===== src/rtl/seq_seg_mult_pkg.sv =====
// seq_seg_mult_pkg: FSM state type, 7-seg constants and digit-count helper.
package seq_seg_mult_pkg;

    typedef enum logic [1:0] {IDLE, MUL, CONV, DONE} state_t;

    localparam logic [6:0] SEG_0     = 7'b0000001;
    localparam logic [6:0] SEG_1     = 7'b1001111;
    localparam logic [6:0] SEG_2     = 7'b0010010;
    localparam logic [6:0] SEG_3     = 7'b0000110;
    localparam logic [6:0] SEG_4     = 7'b1001100;
    localparam logic [6:0] SEG_5     = 7'b0100100;
    localparam logic [6:0] SEG_6     = 7'b0100000;
    localparam logic [6:0] SEG_7     = 7'b0001111;
    localparam logic [6:0] SEG_8     = 7'b0000000;
    localparam logic [6:0] SEG_9     = 7'b0000100;
    localparam logic [6:0] SEG_BLANK = 7'b1111111;

    function automatic int dec_digits(input int w);
        logic [63:0] m;
        int n;
        m = ((64'd1 << w) - 64'd1) * ((64'd1 << w) - 64'd1);
        n = 1;
        while (m >= 64'd10) begin
            m = m / 64'd10;
            n++;
        end
        return n;
    endfunction

endpackage


===== src/rtl/seq_seg_mult_seg7_decoder.sv =====
// seg7_decoder: BCD nibble plus blank to active-low 7-seg pattern (a..g from MSB).
module seg7_decoder
    import seq_seg_mult_pkg::*;
(
    input  logic [3:0] bcd,
    input  logic       blank,
    output logic [6:0] seg
);

    always_comb begin
        seg = SEG_BLANK;
        if (!blank)
            case (bcd)
                4'd0: seg = SEG_0;
                4'd1: seg = SEG_1;
                4'd2: seg = SEG_2;
                4'd3: seg = SEG_3;
                4'd4: seg = SEG_4;
                4'd5: seg = SEG_5;
                4'd6: seg = SEG_6;
                4'd7: seg = SEG_7;
                4'd8: seg = SEG_8;
                4'd9: seg = SEG_9;
                default: seg = SEG_BLANK;
            endcase
    end

endmodule


===== src/rtl/seq_seg_mult.sv =====
// seq_seg_mult: sequential shift-add multiplier with double-dabble BCD and 7-seg outputs.
module seq_seg_mult
    import seq_seg_mult_pkg::*;
#(
    parameter int WIDTH  = 4,
    parameter int DIGITS = 3,
    parameter int LZB    = 0
) (
    input  logic                  clk,
    input  logic                  rst,
    input  logic                  start,
    input  logic [WIDTH-1:0]      a,
    input  logic [WIDTH-1:0]      b,
    output logic                  busy,
    output logic                  done,
    output logic [2*WIDTH-1:0]    product,
    output logic [4*DIGITS-1:0]   bcd,
    output logic [7*DIGITS-1:0]   seg
);

    localparam int BW = 4 * DIGITS;
    localparam int DW = BW + 2 * WIDTH;

    if (DIGITS < dec_digits(WIDTH)) begin : g_bad_digits
        $error("seq_seg_mult: DIGITS too small for WIDTH");
    end

    state_t               state, state_nxt;
    logic [5:0]           cnt;
    logic                 last;
    logic [WIDTH-1:0]     mplier;
    logic [2*WIDTH-1:0]   mcand, acc, acc_nxt;
    logic [DW-1:0]        dd, dd_adj, dd_nxt;
    logic [BW-1:0]        bcd_nxt;
    logic [DIGITS-1:0]    blank;
    logic [7*DIGITS-1:0]  seg_nxt;

    assign busy    = (state == MUL) || (state == CONV);
    assign done    = (state == DONE);
    assign last    = cnt == ((state == MUL) ? 6'(WIDTH - 1) : 6'(2 * WIDTH - 1));
    assign acc_nxt = acc + (mplier[0] ? mcand : '0);
    assign dd_nxt  = dd_adj << 1;
    assign bcd_nxt = BW'(dd_nxt >> (2 * WIDTH));

    always_comb begin
        dd_adj = dd;
        for (int i = 0; i < DIGITS; i++)
            if (dd[2*WIDTH+4*i +: 4] >= 4'd5)
                dd_adj[2*WIDTH+4*i +: 4] = dd[2*WIDTH+4*i +: 4] + 4'd3;
    end

    for (genvar i = 0; i < DIGITS; i++) begin : g_dig
        assign blank[i] = (LZB != 0) && (i != 0) && (bcd_nxt[BW-1:4*i] == '0);
        seg7_decoder u_dec (
            .bcd   (bcd_nxt[4*i +: 4]),
            .blank (blank[i]),
            .seg   (seg_nxt[7*i +: 7])
        );
    end

    always_comb begin
        state_nxt = state;
        case (state)
            IDLE:    state_nxt = start ? MUL : IDLE;
            MUL:     state_nxt = last ? CONV : MUL;
            CONV:    state_nxt = last ? DONE : CONV;
            default: state_nxt = IDLE;
        endcase
    end

    always_ff @(posedge clk) begin
        if (rst) begin
            state   <= IDLE;
            cnt     <= '0;
            mplier  <= '0;
            mcand   <= '0;
            acc     <= '0;
            dd      <= '0;
            product <= '0;
            bcd     <= '0;
            seg     <= {DIGITS{SEG_BLANK}};
        end else begin
            state <= state_nxt;
            case (state)
                IDLE: if (start) begin
                    mplier <= b;
                    mcand  <= {{WIDTH{1'b0}}, a};
                    acc    <= '0;
                    cnt    <= '0;
                end
                MUL: begin
                    acc    <= acc_nxt;
                    mcand  <= mcand << 1;
                    mplier <= mplier >> 1;
                    cnt    <= last ? 6'd0 : cnt + 6'd1;
                    if (last)
                        dd <= {{BW{1'b0}}, acc_nxt};
                end
                CONV: begin
                    dd  <= dd_nxt;
                    cnt <= last ? 6'd0 : cnt + 6'd1;
                    if (last) begin
                        product <= acc;
                        bcd     <= bcd_nxt;
                        seg     <= seg_nxt;
                    end
                end
                default: ;
            endcase
        end
    end

endmodule


===== config.mk =====
export PLATFORM = sky130hd
export DESIGN_NAME = seq_seg_mult
export DESIGN_NICKNAME = d
export VERILOG_FILES = /design/src/rtl/seq_seg_mult_pkg.sv /design/src/rtl/seq_seg_mult_seg7_decoder.sv /design/src/rtl/seq_seg_mult.sv
export SDC_FILE = /design/constraint.sdc
export NUM_CORES = 1
export LEC_CHECK = 0
export CAP_MARGIN = 30
export CORE_MARGIN = 3
export CORE_UTILIZATION = 56
export DETAILED_ROUTE_END_ITERATION = 6
export PLACE_DENSITY = 0.78
export RECOVER_POWER = 100
export SKIP_LAST_GASP = 1
export SLEW_MARGIN = 20
export SYNTH_ARGS = -nofsm -noshare
export SYNTH_HDL_FRONTEND = slang
export SYNTH_SLANG_ARGS = --single-unit

===== constraint.sdc =====
create_clock -name clk -period 2.8 [get_ports clk]
set_input_delay 0.7 -clock clk [delete_from_list [all_inputs] [get_ports clk]]
set_output_delay 0.7 -clock clk [all_outputs]
set_load 0.1 [all_outputs]

After elaboration in Yosys (flattened, before gate mapping)
Memory sizes are Yosys's and may differ from the RTL's. A register that Yosys moved wholly into a read port is not among the register bits.
Cells that the tools add are included.
{ "word_totals": {"ff_bits": 68, "latchBits": 0, "ramBits": 0, "rom_bits": 336, "in_bits": 11, "elab_cells": 55, "memories": 3} }
{ "classes": {"addsub": 5, "mul": 0, "n_div": 0, "n_lt_le_gt_ge": 3, "n_eq_ne": 6, "shifts": 0, "muxes": 20, "n_bitwise": 0, "n_reduce_logical": 10} }
{ "mem_list": {"columns": ["name", "words", "width", "rd", "rd_ports_with_merged_regs", "wr", "line", "rtl"], "rows": [
  ["(no name shown)", 16, 7, 1, 1, 0, "seq_seg_mult_seg7_decoder.sv:13", "case (bcd)"],
  ["(no name shown)", 16, 7, 1, 1, 0, "seq_seg_mult_seg7_decoder.sv:13", null],
  ["(no name shown)", 16, 7, 1, 1, 0, "seq_seg_mult_seg7_decoder.sv:13", null]
]} }
{ "op_table": {"columns": ["op", "n"], "rows": [
  ["$pmux 20 s2", 1],
  ["$pmux 8 s2", 2],
  ["$mux 8", 3],
  ["$mux 20", 1],
  ["$ge 4x3->1 const B", 3],
  ["$mux 4", 3],
  ["$mux 6", 2],
  ["$pmux 6 s2", 1],
  ["$add 4x2->4 const B", 2],
  ["$add 8x8->8", 1],
  ["$pmux 4 s2", 1],
  ["$reduce_and 2->1", 4],
  ["$add 6x1->6 const B", 1],
  ["$eq 6x3->1", 1],
  ["$mux 3", 2],
  ["$pmux 2 s3", 1],
  ["$reduce_bool 2->1", 3],
  ["$eq 2x2->1 const B", 2],
  ["$ne 2x2->1 const B", 2],
  ["$add 3x2->3 const B", 1],
  ["$eq 2x1->1 const B", 1],
  ["$logic_not 2->1", 1],
  ["$mux 1", 2],
  ["$mux 2", 1],
  ["other kinds (2)", 2]
]} }

Depth between registers and ports, before layout
{ "logic_depth": {"depth_word": 5, "ltp_mapped": 12} }

By module
A second synthesis with hierarchy kept.
{ "unflattened": {"cells_unflattened": 609, "hier_area_um2": 4818.4} }
{ "by_module_without_submodules": {"columns": ["module", "instances", "cells_each", "area_per_inst_um2"], "rows": [
  ["seq_seg_mult", 1, 510, 4111.4],
  ["seg7_decoder at g_dig[0].u_dec ...", 2, 33, 235.2],
  ["seg7_decoder at g_dig[2].u_dec", 1, 33, 236.5]
]} }

Least setup slack after synthesis
OpenSTA, ideal clock, no wires.
{ "synth_path": {"path_type": "flip-flop to flip-flop", "startpoint": "register state[1]", "endpoint": "register cnt[5]", "arrival_ns": 2.317, "path_slack_ns": 0.365, "path_stages_with_launch": 9, "n_path_buf": 0, "period_less_slack_ns": 2.435, "cell_sequence": "dfxtp_1 -> inv_1 -> ha_1 -> inv_1 -> o21ai_1 -> and4_1 -> nand3_1 -> xor2_1 -> nor2_1"} }
{ "synth_via": {"elab_chain_len": 5, "word_cells_on_any_way": 11} }
{ "synth_rtl": {"columns": ["element", "line", "rtl"], "rows": [
  ["start: declaration", "seq_seg_mult.sv:28", "state_t state, state_nxt;"],
  ["start signal: assignment", "seq_seg_mult.sv:83", "state <= state_nxt;"],
  ["$eq 2x1->1", "seq_seg_mult.sv:40, seq_seg_mult.sv:84", null],
  ["$mux 3", "seq_seg_mult.sv:40", "assign last = cnt == ((state == MUL) ? 6'(WIDTH - 1) : 6'(2 * WIDTH - 1));"],
  ["$eq 6x3->1", "seq_seg_mult.sv:40", null],
  ["$mux 6", "seq_seg_mult.sv:95, seq_seg_mult.sv:101", null],
  ["$pmux 6 s2", "seq_seg_mult.sv:84", "case (state)"],
  ["end signal: assignment", "seq_seg_mult.sv:95", "cnt <= last ? 6'd0 : cnt + 6'd1;"],
  ["end signal: assignment", "seq_seg_mult.sv:101", "cnt <= last ? 6'd0 : cnt + 6'd1;"],
  ["end: declaration", "seq_seg_mult.sv:29", "logic [5:0] cnt;"]
]} }
Parallel ways exist; a longest one is shown, timed or not.
A chain may end at the register's enable or synchronous reset.

Worst setup path after layout
{ "layout_path": {"startpoint": "register dd[9]", "endpoint": "register seg[10]"} }
{ "layout_via": {"elab_chain_len": 2, "word_cells_on_any_way": 3} }
{ "layout_rtl": {"columns": ["element", "line", "rtl"], "rows": [
  ["start: declaration", "seq_seg_mult.sv:33", "logic [DW-1:0] dd, dd_adj, dd_nxt;"],
  ["start signal: assignment", "seq_seg_mult.sv:97", "dd <= {{BW{1'b0}}, acc_nxt};"],
  ["start signal: assignment", "seq_seg_mult.sv:100", "dd <= dd_nxt;"],
  ["$add 4x2->4 or $ge 4x3->1 (tied branches)", "seq_seg_mult.sv:49, seq_seg_mult.sv:48", null],
  ["$mux 4 *", "seq_seg_mult.sv:48", "if (dd[2*WIDTH+4*i +: 4] >= 4'd5)"],
  ["via bcd_nxt[4]", "seq_seg_mult.sv:34", "logic [BW-1:0] bcd_nxt;"],
  ["end: declaration", "seq_seg_mult.sv:18", "output logic [7*DIGITS-1:0] seg"]
]} }
The timed path passes the listed nets; every way through them passes the cells marked *.

==> qor.csv <==
stage,metric,value,unit
layout,area_growth,9.835,%
routing,drtIter0Drc,242,
layout,nFillCells,741,
floorplanning,dieWidth,96.81,um
worst_setup_path,cp-end-kind,register,
yosys,synth-edff-count,0,
sta,finalCriticalPeriod,2.515,ns
routing,drcViolationCount,0,
worst_setup_path,critPathKind,reg -> reg,
yosys,netlist_area,4618,sq um
yosys,avgSynthCellArea,8.203,sq um
layout,final_nets,639,
global_route,antenna_found_initial,0,
sta,finalHoldViolCount,0,
floorplanning,core-area,7848,sq um
yosys,async_reset_ff_share,0,%
job,maxCapViolCount,0,
clocking,cts_sinks,89,
pwr,p_sw,0.5562,mW
yosys,seq_area_frac_synth,38.58,%
floorplanning,rows,32,
floorplanning,io_pins,54,
worst_setup_path,r2r_slack,0.28,ns
global_route,grt_util_all_layers,21.86,%
pwr,clockPowerShare,41.9,%
routing,wirelength,10300,um
clocking,path_clk_slew,0.09,ns
routing,first_pass_iters,5,
clocking,clockRootBuffer,clkbuf_8,
layout,final_common_cell,dfxtp_1,
worst_setup_path,cp.arrival,2.74,ns
sta,fmax,0.3976,GHz
routing,wl_per_cell,14.48,um
floorplanning,die_area,9372,sq um
sta,tightest_slew,1.213,ns
clocking,clk_path_buf_depth,2,
worst_setup_path,worst-path-max-fanout,9,
yosys,synth_nets,598,
yosys,synthFlopType,dfxtp_1,
layout,layout_common_cells,"89 x dfxtp_1, 82 x nand2_1, 63 x nor2_1, 60 x a21oi_1, 46 x clkbuf_1",
place,port_buffers,53,
sta,slew_headroom,19.51,%
pwr,pwr-share-comb,5.9,%
pwr,p_leak,1.936,nW
clocking,insertion_delay,0.36,ns
layout,drive_gt1_share,5.747,%
yosys,netlist_instances,563,
clocking,post_cts_buffers,0,
floorplanning,initial_core_util,58.85,%
sta,rsz0062_at_grt,no,
place,hpwl,7324,um
run_status,outcome,"finished, final reports clean",
routing,drt-vias-per-instance,5.623,
clocking,cts_buffers,9,
layout,diodes,0,
pwr,finalPower,2.483,mW
floorplanning,die_y,96.81,um
yosys,yosysUniqueCellTypes,67,
worst_setup_path,start_kind,register,
pwr,powerDensity,489.5,nW/um^2
sta,tns,0,ns
pwr,ir_worst_vdd,0.0003323,V
clocking,cts_tree,yes,
global_route,grt_pass1_wl,17420,um
pwr,power_frac_seq,52.1,%
pwr,p_int,1.927,mW
worst_setup_path,worst_ep_required_time,3.03,ns
global_route,grt_max_degree,58,
yosys,yosysWarnings,0,
hold_path,hold_path_class,reg -> reg,
routing,vias,3998,
sta,setup_viol,0,
sta,drv_slew,0,
routing,ant_nets,0,
place,gp_congestion,0.8950,
pwr,power.share.switching,22.40,%
global_route,first_global_vias,3708,
sta,clock_skew,0.009551,ns
sta,fin_crit_sh,89.83,%
clocking,cts_resized,0,
clocking,htreeDepth,3,
yosys,ys_seq_elements,89,
global_route,grt-ovfl-total,0,
clocking,hold_buffers,0,
-- flip-flops by register name, summed over array words and instances (netlist names) --
name	count
state	2
mcand	8
cnt	6
dd	20
product	8
bcd	12
seg	21
mplier	4
acc	8
-- final timing paths --
path | start | end | cells past startpoint
min | dd[17] | dd[17] | 2
max reg2reg | dd[9] | seg[10] | 10
min reg2reg | dd[17] | dd[17] | 2
max | dd[9] | seg[10] | 10
-- cell usage after synthesis (7+ instances only) --
cell type  instances  share of area, %
mux2i_1           10               2.2
a31oi_1            7              0.95
and2_1             8               1.1
nor3_1             9              0.98
nand2b_1           7              0.95
a21oi_1           58               6.3
ha_1              23               6.2
clkbuf_1          21               1.7
a22oi_1           10               1.6
nand3_1           23               2.5
nand2_1           82               6.7
a211oi_1          15               2.4
inv_1             19               1.5
dfxtp_1           89                39
o21ai_0           17               1.8
nor2_1            62               5.0
xnor2_1           10               1.9
-- cell type report --
cell class              count  area [sq um]  share of cell area [%]
clock buffers              11         131.4                   2.590
clock inverters             5         103.9                   2.047
inverters                  20         75.07                   1.480
multi-input cells         421          2522                   49.73
flip-flops and latches     89          1782                   35.13
well taps                 102         127.6                   2.516
repair buffers             63         330.3                   6.512
-- power groups by stage --
stage | registers, mW | clock network [mW] | logic (mW)
final | 1.29 | 1.04 | 0.148
after global routing | 1.30 | 1.12 | 0.166
after CTS | 1.30 | 1.06 | 0.154
after detailed placement | 1.33 | 0 | 0.153
after global placement | 1.32 | 0 | 0.150
after floorplan | 1.32 | 0 | 0.113
-- cells by family after synthesis --
logic type | Yosys count | synth area share [%]
AND/OR/NAND/NOR | 208 | 20.35
AO/OA/AOI/OAI | 158 | 22.33
multiplexers | 14 | 3.224
adder cells (fa/ha/maj) | 24 | 6.665
flip-flops | 89 | 38.58
buffers and inverters | 53 | 5.473
XOR/XNOR | 17 | 3.387
-- worst max-delay path, stage by stage (launching register included) --
cell and delay [ns]:
dfxtp_1 0.39, inv_1 0.17, ha_1 0.28, nor2b_1 0.21
nor3_1 0.06, a21oi_1 0.38, inv_1 0.16, ha_1 0.24
mux2_2 0.26, a22oi_1 0.17, nand2_1 0.07
-- layer usage --
| metal | track usage [%] | wire length [um] | up-vias |
|---|---|---|---|
| li1 | - | - | 2050 |
| met1 | 29.04 | 4743 | 1810 |
| met2 | 35.30 | 4904 | 124 |
| met3 | 5.119 | 527 | 14 |
| met4 | 6.695 | 120 | 0 |
| met5 | 0 | 0 | - |
-- through the flow --
stage	hold WS [ns]	instances	setup WS (ns)	instance area [sq um]	utilization (%)
2_1_floorplan	0.4319	563	0.3647	4618	-
5_1_grt	0.4782	711	0.03974	5072	64.64
6_report	0.4550	711	0.2847	5072	64.64
4_1_cts	0.4584	711	0.3276	5309	67.65
3_3_place_gp	0.4418	695	0.4733	5074	64.65
3_5_place_dp	0.4476	695	0.3387	5074	64.65
(Power assumes the default switching activity.)
